[config.mk]
export PLATFORM = sky130hd
export DESIGN_NAME = matrix_seq
export DESIGN_NICKNAME = d
export VERILOG_FILES = /design/src/rtl/matrix_seq.sv
export SDC_FILE = /design/constraint.sdc
export NUM_CORES = 1
export LEC_CHECK = 0
export CAP_MARGIN = 20
export CORE_MARGIN = 1
export CORE_UTILIZATION = 45
export CTS_CLUSTER_DIAMETER = 30
export DETAILED_ROUTE_END_ITERATION = 12
export PLACE_DENSITY = 0.73
export SYNTH_ARGS = -nofsm -noshare
export SYNTH_HDL_FRONTEND = slang
export SYNTH_SLANG_ARGS = --single-unit
[constraint.sdc]
create_clock -name i_clk -period 5.55 [get_ports i_clk]
set_clock_uncertainty 0.05 [all_clocks]
set_input_delay 0.555 -clock i_clk [delete_from_list [all_inputs] [get_ports i_clk]]
set_output_delay 0.555 -clock i_clk [all_outputs]
set_load 0.02 [all_outputs]
[src/rtl/matrix_seq.sv]
// Matrix-multiply sequencer: walks C = A*B row-major, driving MAC strobes and RAM addresses.
// Optional busy-cycle counter on o_cycles is enabled with `define MATRIX_SEQ_PERF_EN.
module matrix_seq #(
    parameter int DIM_W = 8,
    parameter int ADR_W = 8
) (
    input  logic             i_clk,
    input  logic             i_rst,
    input  logic             i_start,
    input  logic [DIM_W-1:0] i_rows,
    input  logic [DIM_W-1:0] i_inner,
    input  logic [DIM_W-1:0] i_cols,
    output logic             o_busy,
    output logic             o_done,
    output logic             o_err,
    output logic [ADR_W-1:0] o_fm_adr,
    output logic [ADR_W-1:0] o_sm_adr,
    output logic             o_mac_clr,
    output logic             o_mac_en,
    output logic             o_wr_en,
    output logic [ADR_W-1:0] o_t_adr,
    output logic [31:0]      o_cycles
);

    typedef enum logic [2:0] {S_IDLE, S_CLEAR, S_MAC, S_WRITE, S_DONE} state_t;

    localparam int              PW  = 2 * DIM_W;
    localparam longint unsigned LIM = 64'd1 << ADR_W;

    state_t           r_state, w_next;
    logic [DIM_W-1:0] r_rows, r_inner, r_cols;
    logic [DIM_W-1:0] r_r, r_c, r_k;
    logic [ADR_W-1:0] r_fm_base, r_elem;
    logic [ADR_W-1:0] r_fm_adr, r_sm_adr, r_t_adr;
    logic             r_err;

    logic [PW-1:0] w_p_ri, w_p_ic, w_p_rc;
    logic          w_bad, w_last_k, w_last_c, w_last_r;

    // Size check happens only at acceptance, so these products never touch the address path.
    assign w_p_ri = PW'(i_rows)  * PW'(i_inner);
    assign w_p_ic = PW'(i_inner) * PW'(i_cols);
    assign w_p_rc = PW'(i_rows)  * PW'(i_cols);
    assign w_bad  = (i_rows == '0) || (i_inner == '0) || (i_cols == '0) ||
                    (64'(w_p_ri) > LIM) || (64'(w_p_ic) > LIM) || (64'(w_p_rc) > LIM);

    assign w_last_k = (r_k == r_inner - DIM_W'(1));
    assign w_last_c = (r_c == r_cols  - DIM_W'(1));
    assign w_last_r = (r_r == r_rows  - DIM_W'(1));

    always_ff @(posedge i_clk) begin
        if (i_rst) r_state <= S_IDLE;
        else       r_state <= w_next;
    end

    always_comb begin
        w_next    = r_state;
        o_busy    = 1'b0;
        o_done    = 1'b0;
        o_err     = 1'b0;
        o_mac_clr = 1'b0;
        o_mac_en  = 1'b0;
        o_wr_en   = 1'b0;
        case (r_state)
            S_IDLE:  if (i_start) w_next = w_bad ? S_DONE : S_CLEAR;
            S_CLEAR: begin
                o_busy    = 1'b1;
                o_mac_clr = 1'b1;
                w_next    = S_MAC;
            end
            S_MAC: begin
                o_busy   = 1'b1;
                o_mac_en = 1'b1;
                if (w_last_k) w_next = S_WRITE;
            end
            S_WRITE: begin
                o_busy  = 1'b1;
                o_wr_en = 1'b1;
                w_next  = (w_last_c && w_last_r) ? S_DONE : S_CLEAR;
            end
            S_DONE: begin
                o_done = 1'b1;
                o_err  = r_err;
                w_next = S_IDLE;
            end
            default: w_next = S_IDLE;
        endcase
    end

    // Addresses advance by +1 (A) and +cols (B); r_fm_base tracks r*inner, r_elem tracks r*cols+c.
    always_ff @(posedge i_clk) begin
        if (i_rst) begin
            r_rows    <= '0;
            r_inner   <= '0;
            r_cols    <= '0;
            r_r       <= '0;
            r_c       <= '0;
            r_k       <= '0;
            r_fm_base <= '0;
            r_elem    <= '0;
            r_fm_adr  <= '0;
            r_sm_adr  <= '0;
            r_t_adr   <= '0;
            r_err     <= 1'b0;
        end else begin
            case (r_state)
                S_IDLE: if (i_start) begin
                    r_rows    <= i_rows;
                    r_inner   <= i_inner;
                    r_cols    <= i_cols;
                    r_err     <= w_bad;
                    r_r       <= '0;
                    r_c       <= '0;
                    r_k       <= '0;
                    r_fm_base <= '0;
                    r_elem    <= '0;
                end
                S_CLEAR: begin
                    r_k      <= '0;
                    r_fm_adr <= r_fm_base;
                    r_sm_adr <= ADR_W'(r_c);
                end
                S_MAC: begin
                    if (!w_last_k) begin
                        r_k      <= r_k + DIM_W'(1);
                        r_fm_adr <= r_fm_adr + ADR_W'(1);
                        r_sm_adr <= r_sm_adr + ADR_W'(r_cols);
                    end else begin
                        r_t_adr <= r_elem;
                    end
                end
                S_WRITE: begin
                    r_elem <= r_elem + ADR_W'(1);
                    if (w_last_c) begin
                        r_c       <= '0;
                        r_r       <= r_r + DIM_W'(1);
                        r_fm_base <= r_fm_base + ADR_W'(r_inner);
                    end else begin
                        r_c <= r_c + DIM_W'(1);
                    end
                end
                default: ;
            endcase
        end
    end

    assign o_fm_adr = r_fm_adr;
    assign o_sm_adr = r_sm_adr;
    assign o_t_adr  = r_t_adr;

`ifdef MATRIX_SEQ_PERF_EN
    logic [31:0] r_cycles;
    always_ff @(posedge i_clk) begin
        if (i_rst)                            r_cycles <= '0;
        else if (r_state == S_IDLE && i_start) r_cycles <= '0;
        else if (o_busy && r_cycles != '1)     r_cycles <= r_cycles + 32'd1;
    end
    assign o_cycles = r_cycles;
`else
    assign o_cycles = '0;
`endif

endmodule

== After elaboration in Yosys (flattened, before gate mapping) ==
Cells that the tools add are included.
Widths: inputs -> output; s select.

* Word-level logic and storage cells: 86
* Input port bits: 27
* Output and inout port bits: 62
* Bits in registers: 92

* $lt $le $gt $ge: 3
* Add/subtract/negate cells: 10
* Equality and inequality tests: 11
* Muxes and demuxes: 25
* Reduce and logical (&&, ||, !) cells: 21
* Multiply operators: 3

{| class="wikitable"
|+ Operators by type and width
! kind !! number
|-
| $pmux 8 s2 || 6
|-
| $mux 8 || 7
|-
| $gt 16x9->1 const B || 3
|-
| $mul 8x8->16 || 3
|-
| $add 8x1->8 const B || 5
|-
| $eq 8x8->1 || 3
|-
| $logic_not 8->1 || 3
|-
| $pmux 8 s3 || 1
|-
| $sub 8x1->8 const B || 3
|-
| $add 8x8->8 || 2
|-
| $mux 3 || 4
|-
| $pmux 3 s4 || 1
|-
| $reduce_and 2->1 || 5
|-
| $ne 2x2->1 const B || 4
|-
| $eq 3x2->1 const B || 2
|-
| $mux 1 || 6
|-
| $reduce_and 3->1 || 2
|-
| $logic_or 1x1->1 || 5
|-
| $reduce_bool 2->1 || 2
|-
| $eq 3x1->1 const B || 1
|-
| $eq 3x3->1 const B || 1
|-
| $logic_not 3->1 || 1
|-
| $reduce_bool 3->1 || 1
|-
| $reduce_or 3->1 || 1
|-
| $logic_and 1x1->1 || 1
|}

== Logic depth before layout (Yosys ltp) ==
Gate-level depths: netlist (run 1).

* Word-level depth: 9
* Mapped depth: 19
* Depth with buffers taken out: 18

== Worst setup path after synthesis (run 1) ==
OpenSTA, ideal clock, no wires.

* Kind: input port to flip-flop
* From: input i_cols[6]
* To: register r_state[2]
* Library setup time: 136 ps
* Arrival time: 5215 ps
* Stages: 17
* Buffers on the path: 1
* Required time: 5364 ps
* Setup slack: 150 ps
* Path through: clkbuf_1 and2_1 fa_1 fa_1 fa_1 inv_1 fa_1 inv_1 ha_1 nor2b_1 a2111oi_0 o2111ai_1 or4_1 nor4_1 nand4_1 nor4_1 o21ai_0

* Cells in the longest elaborated chain, start to end: 8
* Elaborated cells on any way between the ends: 12
* Classes of those cells: 2 x mul; 2 x order compare; 3 x mux; 5 x reduce/logical

{| class="wikitable"
|+ RTL lines
! element !! line !! source
|-
| start, declared || 12 || <nowiki>input logic [DIM_W-1:0] i_cols,</nowiki>
|-
| parallel branches: the longest is 4 deep, another holds $mul 8x8->16 || -- ||
|-
| $logic_or 1x1->1 (*) || 45 || <nowiki>(64'(w_p_ri) > LIM) || (64'(w_p_ic) > LIM) || (64'(w_p_rc) > LIM);</nowiki>
|-
| $mux 3 (*) (2 in series) || 65 || <nowiki>S_IDLE: if (i_start) w_next = w_bad ? S_DONE : S_CLEAR;</nowiki>
|-
| $pmux 3 s4 (*) || 64 || <nowiki>case (r_state)</nowiki>
|-
| end signal, assigned || 53 || <nowiki>else r_state <= w_next;</nowiki>
|-
| end, declared || 30 || <nowiki>state_t r_state, w_next;</nowiki>
|}

Every way passes the cells marked *. The select of a mux whose other input is x is not followed.
A chain may end at the register's enable or synchronous reset.

== Worst setup path after layout (run 1) ==
* From: input i_inner[5]
* To: register r_err

* Cells in the longest elaborated chain, start to end: 6
* Elaborated cells on any way between the ends: 10
* Classes of those cells: 2 x mul; 2 x order compare; 6 x reduce/logical

{| class="wikitable"
|+ RTL lines
! element !! line !! source
|-
| start, declared || 11 || <nowiki>input logic [DIM_W-1:0] i_inner,</nowiki>
|-
| parallel branches: the longest is 4 deep, another holds $mul 8x8->16 || -- ||
|-
| $logic_or 1x1->1 (*) (2 in series) || 45 ||
|-
| end signal, assigned || 111 || <nowiki>r_err <= w_bad;</nowiki>
|-
| end, declared || 35 || <nowiki>logic r_err;</nowiki>
|}

Every way passes the cells marked *.

==> results.md, run 1 <==
* GP Congestion at 0.997
* Pre-CTS setup slack at -638 ps
* Worst path cell trace: dlygate4sd2_1, and2_1, fa_1, fa_1, fa_1, inv_1, fa_1, inv_1, ha_1, buf_6, nor2b_1, a2bb2oi_2, o2111ai_2, or4_4, nor4_4, nand4_1, nor4_2, buf_4, a211oi_1
* Pins Over Slew Limit at 0
* Num CTS Buffers at 9
* Violated checks: DRC
* CTS Hold Bufs at 0
* Max-slew headroom at 31.4%
* Clk pin slew, worst setup/hold paths at 60 ps
* Clock H-tree levels at 3
* Port bufs at 56
* CP startpoint kind: input pin
* P&R area growth vs syn at 17.3%
* Synth Area in Adders at 31.5%
* Final #Nets at 1,915
* Worst Hold Class: reg2reg
* Pre-antenna DRT Iters at 11
* Yosys Warn Count at 0
* Root buf cell: clkbuf_16
* Post-DP Area at 0.0137 mm²
* Status: finished with violations
* Starting Density at 46.2%
* All-layer global routing usage at 22.9%
* # DRC at 5
* Crit Path Max Fanout at 7
* Leakage at 6.70 nW
* First-pass GRT wire length at 52,000 µm
* Worst Setup End Kind: flip-flop
* Post-Synth XOR/XNOR Area at 4.54%
* Maximum vdd drop at 177 µV
* Largest family of logic cells by synthesized area: adder cells
* Predominant post-synthesis flop cell: dfxtp_1
* FP Rows at 59
* Clock Sinks at 92
* Iter 0 DRT Violations at 880
* Worst-margin pin slew at 1030 ps
* R2R Setup Slk at 2320 ps
* Die area at 0.0277 mm²
* Cell Count, Final, Fillers Out at 1,986
* Die X at 166 µm
* Remaining Overflow, GRT at 0
* CTS tree: done
* Pwr Density at 276 mW/mm²
* Hold WS at 402 ps
* Placed Cells at 1,969
* Worst EP required at 5700 ps
* Final Critical Period at 5320 ps
* Sequential cell area fraction in the yosys report at 15.2%
* CP delay by family, top: adder cells
* Cell area after synthesis at 0.0121 mm²
* #FFs+latches synth at 92
* Die height at 166 µm
* Max-Cap Viols at 0
* DRT antenna net count at 0
* Post-Synthesis Cells at 1,515
* WL final at 31,500 µm
* Clk_lat worst skew at 340 ps
* Share of layout cells above drive strength 1 at 11.9%
* I/O Pins at 89
* Core ar. at 0.0263 mm²
* Setup TNS Final at 0 ps
* Initial antenna violation count at 0
* HPWL after DPL at 24,900 µm
* Vias at 10,856
* Largest net degree at the start of global routing at 55
* Synth cell types at 76
* CP most frequent cell: fa_1
* Simple-Gate Fraction of Synth Area at 24.6%
* Syn avg cell area at 8.02 µm²
* Setup ws final at 231 ps
* Clock Path Buffers at 2
* Async S/R FF share, synth at 0%
* Worst path slowest cell: fa_1
* Tcrit/Tclk final at 95.8%
* Final Hold Fails at 0
* Peak Freq at 0.188 GHz
* Wire per inst at 15.9 µm
* Mux share of post-synthesis cell area at 0.762%
* Crit Path Class: in2reg
* ANT cells at 0
* WP data arrival at 5470 ps
* Vias in the first global route at 10,625
* Post-synthesis compound-gate area fraction at 13.6%
* Post-synth EDFFs at 0
* Critical Path Max Stage Delay at 540 ps
* Total Power at 3.93 mW
* WP buf/inv at 5
* Design Area, Final at 0.0142 mm²
* Final setup fails at 0
* Vias per cell at 5.47
* Fin util at 54.2%
## state kept, by name (all words and copies together), names as in the netlist
name	flops
o_fm_adr	8
r_c	8
o_t_adr	8
r_k	8
o_sm_adr	8
r_fm_base	8
r_cols	8
r_state	3
r_rows	8
r_inner	8
r_r	8
r_elem	8
r_err	1
## cells in the mapped netlist, types with 10 or more instances
master	n	area share (%)
and2_1	161	8.3
a311oi_1	10	0.72
nor3_1	23	0.95
inv_1	183	5.7
nand2b_1	16	0.82
nor2_1	83	2.6
nor2b_1	16	0.82
xor2_1	25	1.8
a21oi_1	100	4.1
nor4_1	15	0.77
buf_4	33	2.0
xnor2_1	38	2.7
dfxtp_1	92	15
o21ai_0	40	1.6
and3_1	17	0.88
nand4_1	16	0.82
fa_1	110	18
ha_1	130	13
a21o_1	10	0.62
clkbuf_1	54	1.7
nand2_1	161	5.0
nand3_1	36	1.5
## power by group
group	internal, mW	switching [mW]	leakage, nW	total (mW)
sequential	0.672	0.0189	0.745	0.691
clock	0.368	0.244	0.145	0.612
combinational	1.25	1.38	5.81	2.63
## logic make-up after synthesis
| kind of cell | Yosys count |
|---|---|
| fa+ha+maj | 240 |
| compound gates | 254 |
| flops | 92 |
| buf+inv | 278 |
| other cells | 1 |
| xor+xnor | 63 |
| mux | 9 |
| simple gates | 578 |
## placed cells by master, fill, tap and decap left out, types with 37 or more instances in the layout
| cell | instances |
|---|---|
| inv_1 | 183 |
| nand2_1 | 161 |
| and2_1 | 159 |
| ha_1 | 125 |
| buf_4 | 117 |
| fa_1 | 105 |
| a21oi_1 | 97 |
| dfxtp_1 | 92 |
| nor2_1 | 83 |
| xnor2_1 | 38 |
| o21ai_0 | 37 |
## layout make-up
| class | instances | area (µm²) |
|---|---|---|
| repair buffers | 186 | 1600 |
| clock inverters | 2 | 35.0 |
| multi-input cells | 1176 | 9410 |
| clock buffers | 12 | 256 |
| well taps | 335 | 419 |
| fillers | 2408 | 12000 |
| inverters | 183 | 687 |
| flip-flops and latches | 92 | 1840 |
## final timing paths
path	cells past startpoint	from	to
setup / recovery	19	i_inner[5]	r_err$_SDFFE_PP0P_
hold / removal	2	o_t_adr[4]$_SDFFE_PP0P_	o_t_adr[4]$_SDFFE_PP0P_
setup reg to reg	9	r_cols[1]$_SDFFE_PP0P_	r_c[6]$_SDFFE_PP0P_
hold reg to reg	2	o_t_adr[4]$_SDFFE_PP0P_	o_t_adr[4]$_SDFFE_PP0P_
## routing by layer
| metal | vias to the layer above | global-route usage [%] | routed length (µm) |
|---|---|---|---|
| met5 | - | 0 | 0 |
| met4 | 0 | 6.96 | 725 |
| met2 | 337 | 39.4 | 15100 |
| met1 | 5243 | 30.3 | 14100 |
| li1 | 5226 | - | - |
| met3 | 50 | 2.34 | 1630 |
## timing repair
action | in CTS | in global routing
pin swaps | 11 | 20
cloned | 1 | 0
endpoints found under the setup margin | 3 | 3
setup buffers | 1 | 1
resized for setup | 22 | 51
## worst register-to-register path: stages (launching register included)
cell       delay (ps)
dfxtp_1           450
inv_1             130
ha_1              270
and2_1            210
a211o_2           330
a31oi_1           250
a2111oi_4          80
a21oi_1           830
a41oi_1           240
a311oi_1          290
No activity file was read; power rests on OpenSTA's default activity.
==> run 2: changes to the inputs <==
Settings changed: CTS_CLUSTER_DIAMETER 30 to default, SKIP_CTS_REPAIR_TIMING from default to 1.
==> run 2 against run 1 <==
Net effect:
- the run still ends with DRC left
- clock power about the same
- global-route usage fell by 0.23 points
- maximum frequency shrank 1.2%
- hold slack is essentially flat
- via count increased by 0.46%
- design area grew 0.66%
- non-clock buffer count down 1
- largest cell class unchanged
- highest routed layer unchanged
==> results.md, run 2 (synthesized netlist as in run 1, its figures left out) <==
* Sw Share at 41.7%
* Min-delay src: o_t_adr[4]$_SDFFE_PP0P_
* Setup TNS Final at 0 ps
* P&R area growth vs syn at 18.1%
* Clk_lat worst skew at 340 ps
* Status: finished with violations
* Clk pin slew, worst setup/hold paths at 60 ps
* Pre-antenna DRT Iters at 11
* Vias per cell at 5.49
* Final #Nets at 1,914
* Wire per inst at 15.9 µm
* Switching power of the nets at 1.67 mW
* FP Rows at 59
* CP startpoint kind: input pin
* HPWL after DPL at 24,900 µm
* Critical Path Max Stage Delay at 530 ps
* Initial antenna violation count at 0
* Port bufs at 56
* Reg-to-reg endpoint: r_c[6]$_SDFFE_PP0P_
* Root buf cell: clkbuf_16
* Worst Hold Class: reg2reg
* # DRC at 5
* Cell Count, Final, Fillers Out at 1,985
* Iter 0 DRT Violations at 864
* Final Critical Period at 5380 ps
* Hold WS at 402 ps
* Worst path slowest cell: fa_1
* Post-DP Area at 0.0137 mm²
* Clock share of power at 15.3%
* Final Hold Fails at 0
* Total Power at 3.99 mW
* Die X at 166 µm
* Pwr Density at 278 mW/mm²
* Peak Freq at 0.186 GHz
* R2R Path Start: r_cols[1]$_SDFFE_PP0P_
* Hold Path Stages at 2
* Pre-CTS setup slack at -638 ps
* Design Area, Final at 0.0143 mm²
* Num CTS Buffers at 9
* I/O Pins at 89
* Maximum vdd drop at 173 µV
* Worst Setup End Kind: flip-flop
* Share of layout cells above drive strength 1 at 12.1%
* CP delay by family, top: adder cells
* Largest net degree at the start of global routing at 55
* Crit Path Class: in2reg
* WHS Endpoint: o_t_adr[4]$_SDFFE_PP0P_
* Comb pwr share at 67.4%
* Die area at 0.0277 mm²
* Remaining Overflow, GRT at 0
* Max-slew headroom at 33.0%
* Leakage at 6.73 nW
* WP buf/inv at 7
* Pint at 2.33 mW
* Placed Cells at 1,969
* Clock Path Buffers at 2
* Clock H-tree levels at 3
* Register share of total power at 17.3%
* Worst-margin pin slew at 1010 ps
* CTS tree: done
* Vias at 10,906
* Clock Sinks at 92
* Most common cell after layout, fill and taps aside: inv_1
* Core ar. at 0.0263 mm²
* Die height at 166 µm
* Setup ws final at 167 ps
* Pins Over Slew Limit at 0
* ANT cells at 0
* Crit Path Max Fanout at 5
* Worst r2r path cells at 9
* Final setup fails at 0
* Starting Density at 46.2%
* WP data arrival at 5530 ps
* WL final at 31,500 µm
* Tcrit/Tclk final at 97.0%
* R2R Setup Slk at 2350 ps
* Worst EP required at 5690 ps
* Commonest cells after routing, fill and taps aside: 180 x inv_1, 161 x nand2_1, 157 x and2_1
* Vias in the first global route at 10,581
* Violated checks: DRC
* Max-Cap Viols at 0
* All-layer global routing usage at 22.7%
* DRT antenna net count at 0
* First-pass GRT wire length at 51,600 µm
* Worst path cell trace: clkdlybuf4s50_1, and2_1, fa_1, inv_1, fa_1, inv_1, fa_1, inv_1, fa_1, inv_1, ha_1, o21a_1, o31ai_2, buf_4, a211oi_1, o22ai_1, nand2_1, o2111ai_1, nor4_2, buf_4, a211oi_1
* GP Congestion at 0.997
* Fin util at 54.6%
## run 2: metal layers
metal / vias up / global-route usage, % / routed length (µm)
met5: - / 0 / 0
met4: 0 / 6.84 / 946
met3: 74 / 2.07 / 1560
met2: 341 / 38.9 / 14900
met1: 5268 / 30.3 / 14100
li1: 5223 / - / -
## run 2: worst max path at each step
stage                          from                       to  cells after the start
after floorplan           i_cols[6]  r_state[2]$_SDFFE_PP0P_                     17
after global placement    i_cols[5]       r_err$_SDFFE_PP0P_                     18
after detailed placement  i_cols[7]       r_err$_SDFFE_PP0P_                     21
after CTS                 i_cols[7]       r_err$_SDFFE_PP0P_                     21
after global routing      i_rows[2]       r_err$_SDFFE_PP0P_                     20
final                     i_rows[4]       r_err$_SDFFE_PP0P_                     21
## run 2: area by class of cell
type                    count  area [µm²]
clock inverters             2        35.0
repair buffers            185        1630
fillers                  2385       11900
well taps                 335         419
clock buffers              12         256
multi-input cells        1176        9470
flip-flops and latches     92        1840
inverters                 183         687
## run 2: power groups by stage
stage	sequential (mW)	combinational, mW	clock, mW
floorplan	0.698	1.60	0
global placement	0.705	2.34	0
detailed placement	0.705	2.39	0
CTS	0.690	2.41	0.621
global route	0.692	3.01	0.650
finish	0.691	2.69	0.611
## run 2: tightest hold or removal path, delay by kind of cell (launching register included)
family / cells / cell delay (ps)
DFF: 1 / 310
and+or+nand+nor: 1 / 50
AOI/OAI and AO/OA: 1 / 50
